**src/rtl/ap_ctrl_pkg.sv**
```systemverilog
// Shared state encoding and default parameters for the ap_ctrl initiator.
// Latency: n/a (types and constants only).
// Backpressure: n/a.
package ap_ctrl_pkg;

  typedef enum logic [1:0] {
    ST_IDLE  = 2'd0,
    ST_RUN   = 2'd1,
    ST_DRAIN = 2'd2,
    ST_ERROR = 2'd3
  } state_e;

  localparam int unsigned DEF_CNT_W   = 16;
  localparam int unsigned DEF_MAX_OUT = 4;
  localparam int unsigned DEF_TIMEOUT = 1024;

  // Outstanding count never exceeds 15, so four bits always suffice.
  localparam int unsigned OUT_W = 4;

endpackage

```
**src/rtl/ap_ctrl_watchdog.sv**
```systemverilog
// Idle-cycle watchdog: counts consecutive enabled, non-cleared cycles.
// Latency: timeout_o is combinational in the TIMEOUT-th consecutive counting cycle.
// Backpressure: none; clear_i restarts the count, enable_i low holds it at zero.
module ap_ctrl_watchdog
  import ap_ctrl_pkg::*;
#(
  parameter int unsigned TIMEOUT = DEF_TIMEOUT
) (
  input  logic clock_i,
  input  logic reset_i,
  input  logic clear_i,
  input  logic enable_i,
  output logic timeout_o
);

  localparam int unsigned W = $clog2(TIMEOUT + 1);

  logic [W-1:0] cnt_q;
  logic [W-1:0] cnt_d;

  // Next count: zero when idle or cleared, otherwise step and stick at the limit.
  always_comb begin
    cnt_d = cnt_q;
    if (!enable_i || clear_i) begin
      cnt_d = '0;
    end else if (cnt_q != W'(TIMEOUT)) begin
      cnt_d = cnt_q + 1'b1;
    end
  end

  // Counter register with synchronous reset.
  always_ff @(posedge clock_i) begin
    if (reset_i) begin
      cnt_q <= '0;
    end else begin
      cnt_q <= cnt_d;
    end
  end

  assign timeout_o = enable_i && !clear_i && (cnt_q == W'(TIMEOUT - 1));

endmodule

```
**src/rtl/ap_ctrl_initiator.sv**
```systemverilog
// Batch initiator driving an ap_ctrl_chain style block (start/ready/done/continue).
// Latency: ap_start rises the cycle after the command handshake; finish one cycle after last completion.
// Backpressure: cmd_ready only in IDLE; ap_start held until ap_ready; cont_hold gates ap_continue.
module ap_ctrl_initiator
  import ap_ctrl_pkg::*;
#(
  parameter int unsigned CNT_W   = DEF_CNT_W,
  parameter int unsigned MAX_OUT = DEF_MAX_OUT,
  parameter int unsigned TIMEOUT = DEF_TIMEOUT
) (
  input  logic             clock,
  input  logic             reset,
  input  logic             cmd_valid,
  input  logic [CNT_W-1:0] cmd_count,
  output logic             cmd_ready,
  input  logic             cont_hold,
  output logic             ap_start,
  input  logic             ap_ready,
  input  logic             ap_done,
  output logic             ap_continue,
  output logic             busy,
  output logic             finish,
  output logic             error,
  output logic [CNT_W-1:0] issued,
  output logic [CNT_W-1:0] completed,
  output logic [CNT_W-1:0] total_cycles
);

  state_e           state_q, state_d;
  logic [CNT_W-1:0] count_q, count_d;
  logic [CNT_W-1:0] issued_q, issued_d;
  logic [CNT_W-1:0] completed_q, completed_d;
  logic [CNT_W-1:0] total_q, total_d;
  logic [OUT_W-1:0] out_q, out_d;
  logic             start_q, start_d;
  logic             finish_q, finish_d;

  logic accept;
  logic complete;
  logic active;
  logic wd_timeout;

  assign active      = (state_q == ST_RUN) || (state_q == ST_DRAIN);
  assign ap_continue = active && !cont_hold;
  assign accept      = start_q && ap_ready;
  assign complete    = ap_done && ap_continue;

  // Watchdog only runs while work is in flight and nothing retires.
  ap_ctrl_watchdog #(
    .TIMEOUT (TIMEOUT)
  ) u_watchdog (
    .clock_i   (clock),
    .reset_i   (reset),
    .clear_i   (complete || (out_q == '0)),
    .enable_i  (active),
    .timeout_o (wd_timeout)
  );

  // Next-state and counter logic for the batch FSM.
  always_comb begin
    state_d     = state_q;
    count_d     = count_q;
    issued_d    = issued_q;
    completed_d = completed_q;
    total_d     = total_q;
    out_d       = out_q;
    finish_d    = 1'b0;
    unique case (state_q)
      ST_IDLE: begin
        if (cmd_valid) begin
          count_d     = cmd_count;
          issued_d    = '0;
          completed_d = '0;
          total_d     = '0;
          out_d       = '0;
          if (cmd_count == '0) begin
            finish_d = 1'b1;
          end else begin
            state_d = ST_RUN;
          end
        end
      end
      ST_RUN, ST_DRAIN: begin
        if (accept) issued_d = issued_q + 1'b1;
        if (complete) completed_d = completed_q + 1'b1;
        if (accept && !complete) begin
          out_d = out_q + 1'b1;
        end else if (!accept && complete && (out_q != '0)) begin
          out_d = out_q - 1'b1;
        end
        if (total_q != {CNT_W{1'b1}}) total_d = total_q + 1'b1;
        if ((state_q == ST_RUN) && (issued_d == count_q)) begin
          state_d = ST_DRAIN;
        end
        if ((state_q == ST_DRAIN) && (completed_d == count_q)) begin
          state_d  = ST_IDLE;
          finish_d = 1'b1;
        end
        // A retire with nothing in flight, or a stalled DUT, is fatal.
        if ((complete && (out_q == '0)) || wd_timeout) begin
          state_d  = ST_ERROR;
          finish_d = 1'b0;
        end
      end
      ST_ERROR: begin
        state_d = ST_ERROR;
      end
      default: begin
        state_d = ST_ERROR;
      end
    endcase
    // Start is recomputed from post-edge values; a pending start cannot lose its
    // conditions because issued is unchanged and outstanding can only fall.
    start_d = (state_d == ST_RUN) && (issued_d < count_d) && (out_d < OUT_W'(MAX_OUT));
  end

  // Single state register for the FSM and all registered outputs.
  always_ff @(posedge clock) begin
    if (reset) begin
      state_q     <= ST_IDLE;
      count_q     <= '0;
      issued_q    <= '0;
      completed_q <= '0;
      total_q     <= '0;
      out_q       <= '0;
      start_q     <= 1'b0;
      finish_q    <= 1'b0;
    end else begin
      state_q     <= state_d;
      count_q     <= count_d;
      issued_q    <= issued_d;
      completed_q <= completed_d;
      total_q     <= total_d;
      out_q       <= out_d;
      start_q     <= start_d;
      finish_q    <= finish_d;
    end
  end

  assign cmd_ready    = (state_q == ST_IDLE);
  assign busy         = active;
  assign error        = (state_q == ST_ERROR);
  assign ap_start     = start_q;
  assign finish       = finish_q;
  assign issued       = issued_q;
  assign completed    = completed_q;
  assign total_cycles = total_q;

endmodule

```
**config.mk**
```make
export PLATFORM = sky130hd
export DESIGN_NAME = ap_ctrl_initiator
export DESIGN_NICKNAME = d
export VERILOG_FILES = /design/src/rtl/ap_ctrl_pkg.sv /design/src/rtl/ap_ctrl_watchdog.sv /design/src/rtl/ap_ctrl_initiator.sv
export SDC_FILE = /design/constraint.sdc
export NUM_CORES = 1
export LEC_CHECK = 0
export BUFFER_PORTS_ARGS = -buffer_cell sky130_fd_sc_hd__buf_4
export CAP_MARGIN = 10
export CORE_MARGIN = 1.5
export CORE_UTILIZATION = 39
export CTS_CLUSTER_DIAMETER = 60
export DETAILED_ROUTE_END_ITERATION = 10
export GPL_ROUTABILITY_DRIVEN = 0
export SLEW_MARGIN = 20
export SYNTH_ARGS = -nofsm -noshare
export SYNTH_HDL_FRONTEND = slang
export SYNTH_HIERARCHICAL = 1
export SYNTH_SLANG_ARGS = --single-unit
```
**constraint.sdc**
```tcl
create_clock -name clock -period 4.3 [get_ports clock]
set_input_delay 0.43 -clock clock [delete_from_list [all_inputs] [get_ports clock]]
set_output_delay 0.43 -clock clock [all_outputs]
set_load 0.005 [all_outputs]
```
After elaboration in Yosys (flattened, before gate mapping)
Cells that the tools add are included.
W data, S select, Z words.

word-level totals
  register bits = 83
  latch bits = 0
  bits in writable memories = 0
  bits in read-only memories = 0
  input bits = 22
  output and inout port bits = 54
  word-level logic and storage cells = 86
  memories kept = 0

cells by class
  add/subtract/negate cells = 6
  $mul = 0
  div/mod/pow operators = 0
  magnitude comparators = 2
  equality and inequality tests = 11
  shifts and indexed selects = 0
  muxes and demuxes = 27
  bitwise logic cells = 0
  reduce and logical (&&, ||, !) cells = 31

operator list
  cell                     count
  $mux W16                 9
  $pmux W16 S2             3
  $add A16 B1 Y16 const B  3
  $eq A16 B16 Y1           2
  $logic_not A16 Y1        1
  $lt A16 B16 Y1           1
  $ne A16 B16 Y1 const B   1
  $logic_and A1 B1 Y1      13
  $mux W4                  3
  $add A11 B1 Y11 const B  1
  $eq A11 B10 Y1 const B   1
  $ne A11 B11 Y1 const B   1
  $mux W2                  5
  $pmux W4 S2              1
  $pmux W2 S3              1
  $logic_not A1 Y1         5
  $add A4 B1 Y4 const B    1
  $eq A2 B1 Y1 const B     2
  $eq A2 B2 Y1 const B     2
  $logic_not A4 Y1         1
  $logic_or A1 B1 Y1       4
  $lt A4 B3 Y1 const B     1
  $mux W1                  4
  $ne A2 B2 Y1 const B     2
  8 further kinds          9

Longest topological paths before layout
Gate-level depths: netlist of run 1.

  depth after elaboration = 14
  gate-level depth with buffers = 17
  gate-level depth less buffers = 14

Cells and area by module
The synthesis of run 1 kept the hierarchy.

modules (own cells, without submodules)
  module             instances  cells each  area each (µm²)  seq. area each (µm²)
  ap_ctrl_initiator  1          616         4752.1           1441.4
  ap_ctrl_watchdog   1          66          583.1            220.2

Worst setup path before layout of run 1
Ideal clock, no wire load.

  kind = register to register
  start = register state_q[0]
  end = register start_q, in the netlist ap_start
  library setup time = 0.061 ns
  arrival = 2.933 ns
  data required time = 4.239 ns
  path slack = 1.307 ns
  cell stages (with the launch flop) = 17
  path buffers = 3
  period minus slack after synthesis = 2.993 ns
  cell sequence = dfxtp_1 -> inv_1 -> ha_1 -> buf_2 -> inv_1 -> nor2_1 -> clkbuf_1 -> clkbuf_1 -> a21oi_1 -> o22ai_1 -> ha_1 -> a21oi_1 -> o21ai_0 -> a21oi_1 -> o21ai_0 -> nand3_1 -> and4_1

between the ends
  longest elaborated chain between the ends = 14
  elaborated cells between the ends (all ways) = 39
  those cells by class = 2 x order compare; 5 x eq/ne; 13 x mux; 19 x reduce/logical

RTL lines
  what                                                   line                                               RTL
  from (decl)                                            ap_ctrl_initiator.sv:29                            state_e state_q, state_d;
  from (signal assigned)                                 ap_ctrl_initiator.sv:129                           state_q <= state_d;
  $eq A2 B1 Y1 or $eq A2 B2 Y1 (tied branches)           ap_ctrl_initiator.sv:43                            assign active = (state_q == ST_RUN) || (state_q == ST_DRAIN);
  $logic_or A1 B1 Y1 *                                   ap_ctrl_initiator.sv:43
  named net busy                                         ap_ctrl_initiator.sv:21                            output logic busy,
  $logic_and A1 B1 Y1                                    ap_ctrl_initiator.sv:44                            assign ap_continue = active && !cont_hold;
  $logic_and A1 B1 Y1                                    ap_ctrl_initiator.sv:46                            assign complete = ap_done && ap_continue;
  $mux W16 or $logic_or A1 B1 Y1 (tied branches)         ap_ctrl_initiator.sv:85, ap_ctrl_initiator.sv:54
  $mux W16 or $logic_not A1 Y1 (tied branches)           ap_ctrl_initiator.sv:68, ap_ctrl_watchdog.sv:40
  $eq A16 B16 Y1 or $logic_and A1 B1 Y1 (tied branches)  ap_ctrl_initiator.sv:95, ap_ctrl_watchdog.sv:40
  $logic_and A1 B1 Y1, on equally long branches          ap_ctrl_initiator.sv:95, ap_ctrl_watchdog.sv:40
  $mux W2 or $logic_or A1 B1 Y1 (tied branches)          ap_ctrl_initiator.sv:95, ap_ctrl_initiator.sv:100
  $mux W2                                                ap_ctrl_initiator.sv:100                           if ((complete && (out_q == '0)) || wd_timeout) begin
  $pmux W2 S3                                            ap_ctrl_initiator.sv:68                            unique case (state_q)
  $eq A2 B1 Y1                                           ap_ctrl_initiator.sv:114                           start_d = (state_d == ST_RUN) && (issued_d < count_d) && (out_d < OUT_W'(MAX_OUT));
  $logic_and A1 B1 Y1                                    ap_ctrl_initiator.sv:114
  $logic_and A1 B1 Y1 *                                  ap_ctrl_initiator.sv:114
  to (signal assigned)                                   ap_ctrl_initiator.sv:135                           start_q <= start_d;
  to (decl)                                              ap_ctrl_initiator.sv:35                            logic start_q, start_d;

The timed path passes the listed nets; every way through them passes the cells marked *. The select of a mux whose other input is x is not followed.
A chain may end at the register's enable or synchronous reset.

Worst setup path after layout of run 1
  start = register state_q[0]
  end = register start_q, in the netlist ap_start

between the ends
  longest elaborated chain between the ends = 14
  elaborated cells between the ends (all ways) = 39
  those cells by class = 2 x order compare; 5 x eq/ne; 13 x mux; 19 x reduce/logical

RTL lines
  what                                                   line
  $eq A2 B1 Y1 or $eq A2 B2 Y1 (tied branches)           --
  $logic_or A1 B1 Y1                                     ap_ctrl_initiator.sv:43
  $logic_and A1 B1 Y1                                    ap_ctrl_initiator.sv:44
  $logic_and A1 B1 Y1                                    ap_ctrl_initiator.sv:46
  $mux W16 or $logic_or A1 B1 Y1 (tied branches)         ap_ctrl_initiator.sv:85, ap_ctrl_initiator.sv:54
  $mux W16 or $logic_not A1 Y1 (tied branches)           ap_ctrl_initiator.sv:68, ap_ctrl_watchdog.sv:40
  $eq A16 B16 Y1 or $logic_and A1 B1 Y1 (tied branches)  ap_ctrl_initiator.sv:95, ap_ctrl_watchdog.sv:40
  $logic_and A1 B1 Y1, on equally long branches          ap_ctrl_initiator.sv:95, ap_ctrl_watchdog.sv:40
  $mux W2 or $logic_or A1 B1 Y1 (tied branches)          ap_ctrl_initiator.sv:95, ap_ctrl_initiator.sv:100
  $mux W2                                                ap_ctrl_initiator.sv:100
  $pmux W2 S3                                            ap_ctrl_initiator.sv:68
  $eq A2 B1 Y1                                           ap_ctrl_initiator.sv:114
  $logic_and A1 B1 Y1                                    ap_ctrl_initiator.sv:114
  $logic_and A1 B1 Y1 *                                  ap_ctrl_initiator.sv:114

Mark *: on every way between the ends. The rest lies on a longest branch, timed or not. The select of a mux whose other input is x is not followed.

==> results of run 1 <==
==> kinds of logic (layout without fill, tap and decap cells) <==
kind of cell | Yosys count | count (layout) | synth area share
muxes | 22 | 22 | 0.0413
xor gates and xnor gates | 63 | 63 | 0.103
and+or+nand+nor | 297 | 297 | 0.283
adders and majority gates | 26 | 26 | 0.0610
buffers and inverters | 49 | 114 | 0.0380
DFF | 83 | 83 | 0.311
AOI/OAI and AO/OA | 142 | 142 | 0.162
==> layout make-up <==
class | count | area, um^2 | share of cell area
clock buffers | 9 | 225 | 0.0357
clock inverters | 7 | 68.8 | 0.0109
inverters | 18 | 67.6 | 0.0107
multi-input cells | 550 | 3470 | 0.550
flip-flops and latches | 83 | 1660 | 0.263
well taps | 176 | 220 | 0.0349
repair buffers | 80 | 601 | 0.0951
==> where the power goes <==
| group | internal [uW] | total, uW | switching [uW] |
|---|---|---|---|
| clock network | 448 | 780 | 333 |
| registers | 791 | 830 | 39.1 |
| logic | 168 | 436 | 268 |
| total | 1410 | 2050 | 639 |
==> tightest hold or removal path, delay by kind of cell <==
| family | cells | cell delay [ns] |
|---|---|---|
| buf+inv | 1 | 0.08 |
| simple gates | 1 | 0.08 |
| mux | 1 | 0.07 |
==> final timing paths <==
check                        from  depth (start not counted)  slack, ns                   end
max                    state_q[0]                         11       0.82              ap_start
min                  cmd_count[2]                          3       0.35            count_q[2]
max reg2reg            state_q[0]                         11       0.82              ap_start
min reg2reg  u_watchdog/cnt_q[10]                          2       0.51  u_watchdog/cnt_q[10]
==> cells in the mapped netlist (4+ instances only) <==
cell type / n
dfxtp_1: 83
nor2_1: 82
nand2_1: 56
a21oi_1: 53
xnor2_1: 40
o21ai_0: 33
nand3_1: 30
ha_1: 26
nor3_1: 24
clkbuf_1: 23
xor2_1: 23
mux2i_1: 22
nand4_1: 21
inv_1: 18
nor2b_1: 17
or3_1: 14
o31ai_1: 10
nor4_1: 9
a21o_1: 7
nand2b_1: 7
a31oi_1: 6
and3_1: 6
o22ai_1: 6
nand4b_1: 4
or4_1: 4
==> metrics by stage <==
| stage | total power, uW | utilization |
|---|---|---|
| floorplan | 1130 | - |
| global placement | 1270 | 0.453 |
| detailed placement | 1270 | 0.453 |
| CTS | 2060 | 0.475 |
| global route | 2150 | 0.475 |
| finish | 2050 | 0.475 |
==> layer usage <==
layer  track usage  share of wire
met5             0              0
met4        0.0699          0.018
met3        0.0413          0.059
met2         0.326           0.43
met1         0.316           0.49
==> state kept, by name, indices dropped and copies added (netlist names) <==
register          count
ap_start              1
completed            16
count_q              16
finish                1
issued               16
out_q                 4
state_q               2
total_cycles         16
u_watchdog/cnt_q     11
==> impl_metrics.yaml, run 1 <==
timing:
  hold_ws_ns: 0.355
  setup_tns_ns: 0
  finalClockSkew_ns: 0.00922
  hold_violations: 0
  fin_ws_ns: 0.815
  worstMarginPinSlew_ns: 1.06
  maxSlewViolCount: 0
  finalCritPeriodShare: 0.810
  fmax_mhz: 287
  setup_violations: 0
  slew_headroom: 0.289
  rsz0062_at_grt: "false"
  period_needed_ns: 3.48
min_path:
  hp-class: "input pin to register"
floorplanning:
  chipWidth_um: 120
  die-area_um2: 14400
  rows: 42
  dieHeight_um: 120
  io_pins: 76
  initial_core_util: 0.401
  core_area_um2: 13300
grt:
  grt.total_usage: 0.219
  grt_pass1_vias: 4733
  antenna_found_initial: 0
  gr-total-overflow: 0
  grt_max_degree: 62
  grt_pass1_wl_mm: 24.8
logic_synthesis:
  ys_seq_elements: 83
  synthCells: 682
  synth_area_per_cell_um2: 7.82
  synth-main-ff-cell: "dfxtp_1"
  synth_edf_count: 0
  synth-async-reset-ratio: 0
  synth_top_cell_area_share: 0.311
  ys_top_cells_by_area: "dfxtp_1 31%, xnor2_1 6.6%, ha_1 6.1%"
  synthesis.area_um2: 5340
  syn_nets: 730
  ys_seq_area_frac: 0.311
  ys_types: 66
  yosysTopAreaCell: "dfxtp_1"
  yosys_warnings: 6
placed_design:
  placedCellCount: 907
  hpwl_mm: 11.4
  place_area_um2: 6020
  place_ws_ns: 0.905
  portBuffers: 75
clocking:
  clk-insertion-delay-late_ns: 0.35
  cts_max_path_buffers: 2
  cts_sinks: 83
  cts_inserted_buffers: 9
  cts_tree: "yes"
  postCtsHoldBufs: 0
  cts.root.buffer_cell: "clkbuf_16"
  cts.clk_slew.worst_paths_ns: 0.06
  htreeDepth: 3
  cts_resized: 0
  cts_setup_buffers: 0
power_and_ir_drop:
  leakage_uw: 0.00247
  p_per_area_nw_per_um2: 324
  vdd_drop_max_mv: 0.226
setup_path:
  cpPeakStageDelay_ns: 0.84
  cp_top_family: "simple AND/OR/NAND/NOR gates"
  crit_type: "register to register"
  cp.required_ns: 4.54
  cp-start-kind: "register"
  crit_arrival_ns: 3.73
  cp_num_buf_inv: 2
  worstSetupEndpointType: "register"
  cp_slowest_cell: "nor4_1"
  path_max_fanout: 16
  cp_cell_sequence: "inv_1 > ha_1 > buf_4 > nand3b_1 > nor4_1 > nand4_1 > xor2_1 > o211a_1 > a311oi_1 > o2bb2ai_1 > and4_1"
cells_and_area:
  syn_to_final_growth_pct: 18.4
  antenna_cells: 0
  fin_cells: 923
  layout_commonest_cell: "dfxtp_1"
  drive_gt1_frac: 0.141
  finalInstanceArea_um2: 6310
  fillers: 1320
  final_cell_mix: "83 x dfxtp_1, 82 x nor2_1, 80 x buf_4"
  nNetsFinal: 790
run_status:
  status: "completed"
route:
  routed_wl_mm: 15.4
  vias_per_cell: 5.64
  drt_iter0_drc: 415
  remaining_drc_errors: 0
  vias: 5204
  ant_nets: 0
  routedWlPerCell_um: 16.7
  drtPass1Iterations: 7
run:
  drv_cap: 0
(Power assumes the default switching activity.)
==> run 2: changes to the inputs <==
==> constraint.sdc (replaced) <==
create_clock -name clock -period 3.1 [get_ports clock]
set_input_delay 0.31 -clock clock [delete_from_list [all_inputs] [get_ports clock]]
set_output_delay 0.31 -clock clock [all_outputs]
set_load 0.005 [all_outputs]
==> run 2 against run 1 <==
Worst hold slack got worse by 0.11 ns; design area rose by 5.1%; combinational power rose by 56%; clock power rose by 41%; global-route usage rose by 0.61 points; largest power group unchanged; sequential cell count did not move; worst setup slack got worse by 0.64 ns; utilization rose by 2.4 points; cell count rose by 3.3%.
==> impl_metrics.yaml, run 2 (synthesis gave the netlist of run 1 again) <==
power_and_ir_drop:
  vdd_drop_max_mv: 0.215
  leakage_uw: 0.00266
  p_per_area_nw_per_um2: 442
  total_power_uw: 2930
timing:
  finalClockSkew_ns: 0.00490
  worstMarginPinSlew_ns: 0.686
  fin_ws_ns: 0.171
  finalCritPeriodShare: 0.945
  period_needed_ns: 2.93
  setup_violations: 0
  fmax_mhz: 341
  maxSlewViolCount: 0
  slew_headroom: 0.542
  rsz0062_at_grt: "false"
  hold_violations: 0
  setup_tns_ns: 0
grt:
  antenna_found_initial: 0
  grt.total_usage: 0.225
  gr-total-overflow: 0
  grt_pass1_wl_mm: 25.3
  grt_max_degree: 62
  grt_pass1_vias: 5035
cells_and_area:
  final_cell_mix: "110 x buf_4, 82 x nor2_1, 81 x dfxtp_1"
  fin_cells: 953
  layout_commonest_cell: "buf_4"
  drive_gt1_frac: 0.189
  fillers: 1309
  finalInstanceArea_um2: 6640
  nNetsFinal: 821
  antenna_cells: 0
  syn_to_final_growth_pct: 24.4
setup_path:
  crit_path_start: "issued[7]"
  cp_cell_sequence: "nand4_1 > or3_4 > buf_4 > nor3_1 > nor2_1 > a31oi_1 > ha_1 > nand2_1 > nor2_1 > a211o_1 > a21oi_1 > o21ai_0 > nor3_1 > and4_1"
  cp_top_family: "simple AND/OR/NAND/NOR gates"
  cp.required_ns: 3.38
  worstSetupEndpointType: "register"
  path_max_fanout: 6
  cp-start-kind: "register"
  cp_num_buf_inv: 1
  cpPeakStageDelay_ns: 0.47
  crit_type: "register to register"
  r2r_cells: 14
  crit-reg2reg-launch: "issued[7]"
  crit_arrival_ns: 3.21
  r2r_setup_slack_ns: 0.17
  r2r_end: "ap_start"
  cp_slowest_cell: "or3_4"
floorplanning:
  core_area_um2: 13300
  die-area_um2: 14400
  dieHeight_um: 120
  io_pins: 76
  chipWidth_um: 120
  initial_core_util: 0.401
  rows: 42
clocking:
  cts.clk_slew.worst_paths_ns: 0.06
  cts_max_path_buffers: 2
  postCtsHoldBufs: 0
  cts.root.buffer_cell: "clkbuf_16"
  cts_sinks: 83
  cts_tree: "yes"
  clk-insertion-delay-late_ns: 0.35
  cts_inserted_buffers: 9
  htreeDepth: 3
placed_design:
  place_area_um2: 6250
  portBuffers: 75
  hpwl_mm: 11.9
  place_ws_ns: 0.128
  placedCellCount: 937
route:
  routedWlPerCell_um: 16.7
  drt_iter0_drc: 366
  drtPass1Iterations: 5
  remaining_drc_errors: 0
  routed_wl_mm: 15.9
  ant_nets: 0
  vias_per_cell: 5.57
  vias: 5307
min_path:
  min_to: "count_q[6]"
  hp-class: "input pin to register"
  worstHoldPathCells: 3
  hold_start: "cmd_count[6]"
run_status:
  status: "completed"
run:
  drv_cap: 0
[run 2: cell count changes in the layout (fill, tap and decap cells not counted), moves of 2 or more]
| cell | before | now |
|---|---|---|
| dfxtp_1 | 83 | 81 |
| ha_1 | 26 | 24 |
| o21ai_0 | 33 | 31 |
| o21ai_1 | 0 | 2 |
| dfxtp_2 | 0 | 2 |
| buf_4 | 80 | 110 |
| clkinv_2 | 3 | 1 |
[run 2: area by class of cell]
cell class              instances  area, um^2  share of cell area
clock buffers                  11         243              0.0366
clock inverters                 4        51.3             0.00773
inverters                      18        67.6              0.0102
multi-input cells             550        3550               0.536
flip-flops and latches         83        1660               0.251
well taps                     176         220              0.0332
repair buffers                111         837               0.126
[run 2: through the flow]
stage	utilization	hold slack (ns)
floorplan	-	0.459
global placement	0.470	0.480
detailed placement	0.470	0.496
CTS	0.492	0.239
global route	0.499	0.269
finish	0.499	0.243
[run 2: repair_timing]
item                                    in CTS  in global routing
hold endpoints to repair                     0                  0
endpoints found under the setup margin       0                  3
gates resized for setup                      0                 19
setup buffers                                0                  1
[run 2: worst register-to-register path, cell delays in order (launching register included)]
cell	delay, ns
dfxtp_1	0.35
nand4_1	0.19
or3_4	0.47
buf_4	0.17
nor3_1	0.15
nor2_1	0.06
a31oi_1	0.19
ha_1	0.30
nand2_1	0.07
nor2_1	0.04
a211o_1	0.22
a21oi_1	0.16
o21ai_0	0.10
nor3_1	0.18
and4_1	0.21
[run 2: power breakdown]
group          total, uW  leakage [uW]  internal, uW  switching [uW]
clock               1100      0.000142           642             456
combinational        681       0.00184           287             394
sequential          1150      0.000672          1100            54.2
[run 2: per-layer routing]
metal	routed length, um	track usage	vias to the layer above
met4	327	0.0871	0
li1	-	-	2636
met5	0	0	-
met1	7540	0.305	2496
met3	975	0.0394	21
met2	7070	0.354	154
[run 2: worst max path at each step]
stage / depth (start not counted) / endpoint / slack (ns)
floorplan: 16 / ap_start / 0.11
global placement: 11 / ap_start / 0.13
detailed placement: 13 / ap_start / 0.13
CTS: 13 / ap_start / 0.06
global route: 14 / ap_start / 0.008
finish: 14 / ap_start / 0.17
